[src/rtl/imem_pkg.sv]
// imem_pkg: shared definitions for the instruction-memory loader and the
// instruction memory itself (state encoding, word geometry, byte-lane order).
package imem_pkg;

    localparam int unsigned BYTE_W     = 8;
    localparam int unsigned WORD_BYTES = 4;
    localparam int unsigned WORD_W     = WORD_BYTES * BYTE_W;

    // Big-endian lane order: lane 0 (first byte of a word) occupies
    // [WORD_W-1:LANE0_LSB], i.e. [31:24]; later lanes sit below it.
    localparam int unsigned LANE0_LSB  = WORD_W - BYTE_W;

    typedef enum logic [1:0] {
        ST_IDLE  = 2'd0,
        ST_RECV  = 2'd1,
        ST_WRITE = 2'd2,
        ST_CHECK = 2'd3
    } state_e;

endpackage

[src/rtl/imem_pack_be.sv]
// imem_pack_be: 4-byte big-endian pack register.
// Ports:
//   clk, rst_n    clock, async active-low reset
//   clr           restart packing at lane 0 (new load)
//   push          accept data into the next lane
//   data          incoming byte
//   word_c        completed word if this push fills lane 3 (combinational)
//   full_c        this push completes a word (combinational)
module imem_pack_be
    import imem_pkg::*;
(
    input  logic              clk,
    input  logic              rst_n,
    input  logic              clr,
    input  logic              push,
    input  logic [BYTE_W-1:0] data,
    output logic [WORD_W-1:0] word_c,
    output logic              full_c
);

    localparam int unsigned IDX_W = $clog2(WORD_BYTES);

    // Lanes 0..2 are held here; lane 3 is the byte arriving with the last push.
    logic [LANE0_LSB-1:0] hold_q;
    logic [IDX_W-1:0]     idx_q;

    // Shift register and lane index
    always_ff @(posedge clk or negedge rst_n) begin
        if (!rst_n) begin
            hold_q <= '0;
            idx_q  <= '0;
        end else if (clr) begin
            hold_q <= '0;
            idx_q  <= '0;
        end else if (push) begin
            hold_q <= LANE0_LSB'({hold_q, data});
            idx_q  <= idx_q + IDX_W'(1);
        end
    end

    assign word_c = {hold_q, data};
    assign full_c = push && (idx_q == IDX_W'(WORD_BYTES - 1));

endmodule

[src/rtl/imem_loader.sv]
// imem_loader: boot-time byte-stream loader for the instruction memory.
// Packs bytes big-endian into 32-bit words, writes one word per mem_we
// pulse, stalls the CPU while loading and checks a trailing XOR checksum.
// Ports:
//   clk, rst_n            clock, async active-low reset
//   start                 begin a load (only honoured when idle)
//   base_addr, num_words  load address (word-aligned internally) and length
//   s_valid/s_ready/s_data  byte stream handshake
//   mem_we/mem_addr/mem_wdata  instruction memory write port
//   cpu_hold, busy        asserted for the duration of a load
//   done                  one-cycle completion pulse
//   err                   checksum mismatch, sticky until next start
module imem_loader
    import imem_pkg::*;
#(
    parameter int unsigned ADDR_W = 8,
    parameter int unsigned CNT_W  = 7
) (
    input  logic              clk,
    input  logic              rst_n,
    input  logic              start,
    input  logic [ADDR_W-1:0] base_addr,
    input  logic [CNT_W-1:0]  num_words,
    input  logic              s_valid,
    input  logic [BYTE_W-1:0] s_data,
    output logic              s_ready,
    output logic              mem_we,
    output logic [ADDR_W-1:0] mem_addr,
    output logic [WORD_W-1:0] mem_wdata,
    output logic              cpu_hold,
    output logic              busy,
    output logic              done,
    output logic              err
);

    state_e              state;
    logic [ADDR_W-1:0]   addr_q;
    logic [CNT_W-1:0]    cnt_q;
    logic [BYTE_W-1:0]   csum_q;

    logic                hs_c;
    logic                push_c;
    logic                clr_c;
    logic                full_c;
    logic [WORD_W-1:0]   word_c;

    assign hs_c   = s_valid && s_ready;
    assign push_c = hs_c && (state == ST_RECV);
    // busy is still high in the done cycle, so a start there is ignored too
    assign clr_c  = (state == ST_IDLE) && start && !busy;

    imem_pack_be u_pack (
        .clk    (clk),
        .rst_n  (rst_n),
        .clr    (clr_c),
        .push   (push_c),
        .data   (s_data),
        .word_c (word_c),
        .full_c (full_c)
    );

    // Load sequencer with registered outputs
    always_ff @(posedge clk or negedge rst_n) begin
        if (!rst_n) begin
            state     <= ST_IDLE;
            addr_q    <= '0;
            cnt_q     <= '0;
            csum_q    <= '0;
            s_ready   <= 1'b0;
            mem_we    <= 1'b0;
            mem_addr  <= '0;
            mem_wdata <= '0;
            cpu_hold  <= 1'b0;
            busy      <= 1'b0;
            done      <= 1'b0;
            err       <= 1'b0;
        end else begin
            mem_we <= 1'b0;
            done   <= 1'b0;
            case (state)
                ST_IDLE: begin
                    busy     <= 1'b0;
                    cpu_hold <= 1'b0;
                    if (clr_c) begin
                        addr_q   <= base_addr & ~ADDR_W'(3);
                        cnt_q    <= num_words;
                        csum_q   <= '0;
                        err      <= 1'b0;
                        busy     <= 1'b1;
                        cpu_hold <= 1'b1;
                        s_ready  <= 1'b1;
                        state    <= (num_words == '0) ? ST_CHECK : ST_RECV;
                    end
                end
                ST_RECV: begin
                    if (push_c) begin
                        csum_q <= csum_q ^ s_data;
                        if (full_c) begin
                            state     <= ST_WRITE;
                            s_ready   <= 1'b0;
                            mem_we    <= 1'b1;
                            mem_addr  <= addr_q;
                            mem_wdata <= word_c;
                        end
                    end
                end
                ST_WRITE: begin
                    // Address wraps silently at the top of memory
                    addr_q  <= addr_q + ADDR_W'(WORD_BYTES);
                    cnt_q   <= cnt_q - CNT_W'(1);
                    s_ready <= 1'b1;
                    state   <= (cnt_q == CNT_W'(1)) ? ST_CHECK : ST_RECV;
                end
                ST_CHECK: begin
                    if (hs_c) begin
                        err     <= (s_data != csum_q);
                        done    <= 1'b1;
                        s_ready <= 1'b0;
                        state   <= ST_IDLE;
                    end
                end
                default: state <= ST_IDLE;
            endcase
        end
    end

endmodule

[config.mk]
export PLATFORM = sky130hd
export DESIGN_NAME = imem_loader
export DESIGN_NICKNAME = d
export VERILOG_FILES = /design/src/rtl/imem_pkg.sv /design/src/rtl/imem_pack_be.sv /design/src/rtl/imem_loader.sv
export SDC_FILE = /design/constraint.sdc
export NUM_CORES = 1
export LEC_CHECK = 0
export CAP_MARGIN = 20
export CORE_UTILIZATION = 56
export CTS_CLUSTER_SIZE = 14
export DETAILED_ROUTE_END_ITERATION = 6
export GPL_ROUTABILITY_DRIVEN = 0
export GPL_TIMING_DRIVEN = 0
export PLACE_DENSITY = 0.84
export SYNTH_ARGS = -nofsm -noshare
export SYNTH_HDL_FRONTEND = slang
export SYNTH_SLANG_ARGS = --single-unit
[constraint.sdc]
create_clock -name clk -period 4.3 [get_ports clk]
set_clock_uncertainty 0.2 [all_clocks]
set_input_delay 0.645 -clock clk [delete_from_list [all_inputs] [get_ports clk]]
set_output_delay 0.645 -clock clk [all_outputs]
set_load 0.03 [all_outputs]
# Word-level counts from Yosys, hierarchy flattened

Index checks and enable logic that the tools add are counted.

$add $sub $neg: 3
Equal/unequal tests: 10
Mux-type cells: 32
Bitwise logic cells: 1
Reduce and logical (&&, ||, !) cells: 17

Operators with widths:

| kind                                                                  | count |
|---|---|
| 24-bit two-way mux                                                    | 2 |
| 8-bit one-hot mux with 2 select lines                                 | 2 |
| 8-bit two-way mux                                                     | 3 |
| 2-bit two-way mux                                                     | 8 |
| 7-bit one-hot mux with 2 select lines                                 | 1 |
| 1-bit two-way mux                                                     | 12 |
| 3-bit AND reduction                                                   | 3 |
| 8-bit by 3-bit adder with 8-bit output, second input constant         | 1 |
| 8-bit inequality test                                                 | 1 |
| 2-bit one-hot mux with 4 select lines                                 | 1 |
| 2-bit nonzero test                                                    | 4 |
| 8-bit bitwise XOR                                                     | 1 |
| 7-bit by 1-bit equality test with 1-bit output, second input constant | 1 |
| 7-bit logical NOT                                                     | 1 |
| 7-bit two-way mux                                                     | 1 |
| 7-bit by 1-bit subtractor with 7-bit output, second input constant    | 1 |
| 2-bit equality test, second input constant                            | 3 |
| 2-bit inequality test, second input constant                          | 3 |
| 1-bit logical AND                                                     | 5 |
| 1-bit one-hot mux with 4 select lines                                 | 1 |
| 4-bit AND reduction                                                   | 1 |
| 2-bit by 1-bit adder with 2-bit output, second input constant         | 1 |
| 2-bit by 1-bit equality test with 1-bit output, second input constant | 1 |
| 2-bit logical NOT                                                     | 1 |
| 4 further kinds                                                       | 4 |

Register bits: 96
Input bits: 27
Output and inout bits: 46
Word-level logic and storage cells: 76

# Depth between registers and ports, before layout

Depth in word-level cells: 6
Gate-level depth with buffers: 8
Mapped depth without buffers: 5

# Cells and area by module

From an unflattened synthesis, not the netlist that was laid out.

Cells, all modules: 346
Area total of the unflattened synthesis: 4087.7 um^2

By module, submodules not included:

| module       | instances | cells an instance | area an instance (um^2) | seq. area each (um^2) |
|---|---|---|---|---|
| imem_loader  | 1         | 252               | 2934.1                  | 1651.6 |
| imem_pack_be | 1         | 94                | 1153.6                  | 650.6 |

# Worst setup path before layout

OpenSTA, ideal clock, no wires.

Path kind: input -> register
From: input port s_valid
To: register mem_wdata[15]
Setup time: 0.125 ns
Data arrival time: 1.642 ns
Data required time: 3.975 ns
Path slack: 2.333 ns
Stages on the path: 6
Path buffers: 3
Cells stage by stage: and4b_1 buf_4 nand2_2 buf_6 buf_6 mux2_4

Longest elaborated chain between the ends: 4

Ends and longest elaborated chain:

| element                                | line               | RTL |
|---|---|---|
| from (decl)                            | imem_loader.sv:24  | `input logic s_valid,` |
| 1-bit logical AND *                    | imem_loader.sv:47  | `assign hs_c = s_valid && s_ready;` |
| 1-bit logical AND *                    | imem_loader.sv:48  | `assign push_c = hs_c && (state == ST_RECV);` |
| 1-bit logical AND                      | imem_pack_be.sv:42 | `assign full_c = push && (idx_q == IDX_W'(WORD_BYTES - 1));` |
| 3-bit AND reduction (no source line) * | --                 |  |
| to (signal assigned)                   | imem_loader.sv:103 | `mem_wdata <= word_c;` |
| to (decl)                              | imem_loader.sv:29  | `output logic [WORD_W-1:0] mem_wdata,` |

Every way passes the cells marked *; elsewhere a longest branch is shown, timed or not.
A chain may end at the register's enable or synchronous reset.

==> impl_metrics.py <==
metrics = {
    "status": {
        "outcome": "complete, no violations",
    },
    "logic_synthesis": {
        "ys_warn_count": 0,
        "synth-edff-count": 0,
        "netlist_instances": 368,
        "synth_area_per_cell_um2": 10.9,
        "yosys_most_used_dff": "dfrtp_1",
        "syn_area_um2": 4030,
        "synth-async-reset-ratio": 1.00,
        "ys_seq_elements": 92,
        "synth.distinct_cells": 44,
        "synth_seq_area_share": 0.572,
    },
    "clock_tree": {
        "hold_buffers": 0,
        "cts_buffer_depth": 2,
        "clk_latency_ns": 0.36,
        "ctsResizeCount": 0,
        "path_clk_slew_ns": 0.09,
        "htree_levels": 3,
        "root_buffer": "clkbuf_8",
        "cts_buffers": 9,
        "numClockSinks": 92,
        "postCtsSetupBuffers": 0,
        "cts_tree": "yes",
    },
    "route": {
        "wl_met3_um": 534,
        "drt-initial-drc-count": 174,
        "vias_per_cell": 5.53,
        "wl_mm": 8.72,
        "highest_layer": "met4",
        "wl_met2_mm": 4.46,
        "num_vias": 3042,
        "met1_length_mm": 3.62,
        "wl_per_cell_um": 15.8,
        "drc_errors": 0,
        "drtPass1Iterations": 5,
        "ant_nets": 0,
    },
    "flow_run": {
        "drv_cap": 0,
    },
    "pwr": {
        "leakagePower_nw": 2.24,
        "vdd_drop_max_uv": 380,
        "pwr_density_cell_nw_per_um2": 691,
    },
    "global_routing": {
        "grt_pass1_wl_mm": 14.6,
        "grt-ovfl-total": 0,
        "grt_usage": 0.256,
        "grt_max_degree": 54,
        "antenna_found_initial": 0,
        "grt_pass1_vias": 3033,
    },
    "layout": {
        "multiInputGateArea_um2": 1580,
        "layout_common_cells": "dfrtp_1, clkdlybuf4s50_1, nand2_1",
        "fill_cells": 508,
        "layout.nets": 480,
        "layout.cells.most_common": "dfrtp_1",
        "syn2layout_area_growth_pct": 24.9,
        "drive_gt1_frac": 0.159,
        "design_area_um2": 5030,
        "regArea_um2": 2300,
        "finalNonFillerCells": 550,
        "antenna_cells": 0,
    },
    "die": {
        "rows": 30,
        "core_region_area_um2": 6870,
        "ios": 73,
        "dieArea_um2": 7530,
        "die_w_um": 86.8,
        "initial_core_util": 0.586,
        "die_height_um": 86.8,
    },
    "placed_design": {
        "dpl_cell_area_um2": 4850,
        "dpl.hpwl_mm": 6.21,
        "place_ws_ns": 1.53,
        "dpl.cell_count": 534,
        "io_buffers": 68,
    },
    "critical_path": {
        "cp_data_arrival_time_ns": 1.64,
        "start_kind": "flop",
        "path_max_fanout": 6,
        "path_class": "flop to primary output",
        "end_kind": "primary output",
        "required_ns": 3.45,
    },
    "timing": {
        "worst_slack_ns": 1.82,
        "slew_headroom": 0.592,
        "final_hold_viol_count": 0,
        "fin_crit_ns": 2.48,
        "fmax_ghz": 0.402,
        "worst_pin_slew_ns": 0.610,
        "setup_viol": 0,
        "rsz0062_at_grt": "false",
        "slew_viol_final": 0,
        "finalCritPeriodShare": 0.578,
    },
    "min_path": {
        "min_path_type": "input port to async pin",
    },
}
-- report_power, final --
part           internal (mW)  total [mW]  switching (mW)
registers               1.21        1.47           0.263
clock network          0.214       0.523           0.308
logic                  0.655        1.48           0.827
-- stage by stage --
stage	hold slack (ns)	total power [mW]	setup TNS [ns]	util
global route	0.0712	3.69	0	0.732
CTS	0.0555	3.49	0	0.732
floorplan	0.149	2.38	0	-
detailed placement	0.291	2.96	0	0.707
finish	0.0416	3.47	0	0.732
global placement	0.287	2.88	-81.17	0.703
-- area by class of cell --
cell class	instances	share of cell area
buffer	23	0.0254
inverter	5	0.00373
clock inverter	6	0.00921
sequential	92	0.458
multi-input combinational	249	0.314
timing repair buffer	69	0.140
tap	96	0.0239
clock buffer	10	0.0254
-- sequential cells by signal, summed over array words and instances (netlist names) --
signal	count
done	1
mem_addr	6
u_pack.idx_q	2
busy	1
mem_wdata	32
addr_q	6
csum_q	8
err	1
cnt_q	7
u_pack.hold_q	24
mem_we	1
state	2
s_ready	1
-- cells in the mapped netlist, drive strengths merged (2+ instances only) --
cell type	instances	area (um^2)
a211oi	3	22.5
a21oi	33	165
a311oi	2	17.5
buf	16	101
clkbuf	7	26.3
dfrtp	92	2300
ha	4	50.1
inv	5	18.8
mux2	38	462
nand2	66	250
nand2b	5	31.3
nand3	8	40.0
nand4	4	25.0
nor2	22	82.6
nor3	4	20.0
nor4	3	18.8
o211ai	3	22.5
o21ai	24	120
o311ai	2	17.5
xnor2	9	78.8
-- critical path, cell delays in order (launching register included) --
cell             delay (ns)
dfrtp_1                0.47
buf_4                  0.15
clkdlybuf4s50_1        0.66
-- layer usage --
metal,global-route usage,vias to the layer above
met5,0,-
li1,-,1446
met4,0.0788,0
met3,0.0724,13
met2,0.434,109
met1,0.319,1474
-- path summary, 6_finish.rpt --
check	startpoint	to	slack (ns)	depth (start not counted)
max	busy$_DFFE_PN0P_	cpu_hold	1.82	2
min	rst_n	mem_wdata[9]$_DFFE_PN0P_	0.04	1
max reg2reg	state[1]$_DFFE_PN0P_	cnt_q[0]$_DFFE_PN0P_	2.10	5
min reg2reg	mem_wdata[3]$_DFFE_PN0P_	mem_wdata[3]$_DFFE_PN0P_	0.31	1
max in group asynchronous	rst_n	cnt_q[1]$_DFFE_PN0P_	3.23	2
min in group clk	mem_wdata[3]$_DFFE_PN0P_	mem_wdata[3]$_DFFE_PN0P_	0.31	1
-- kinds of logic after synthesis --
logic type      count (synthesis)  share of synthesized area
fa+ha+maj                       4                     0.0124
mux                            38                      0.115
flops                          92                      0.572
simple gates                  121                      0.137
other cells                     1                   0.000932
buf+inv                        28                     0.0364
compound gates                 75                      0.107
xor+xnor                        9                     0.0196
Power figures use the tool's default switching activity.
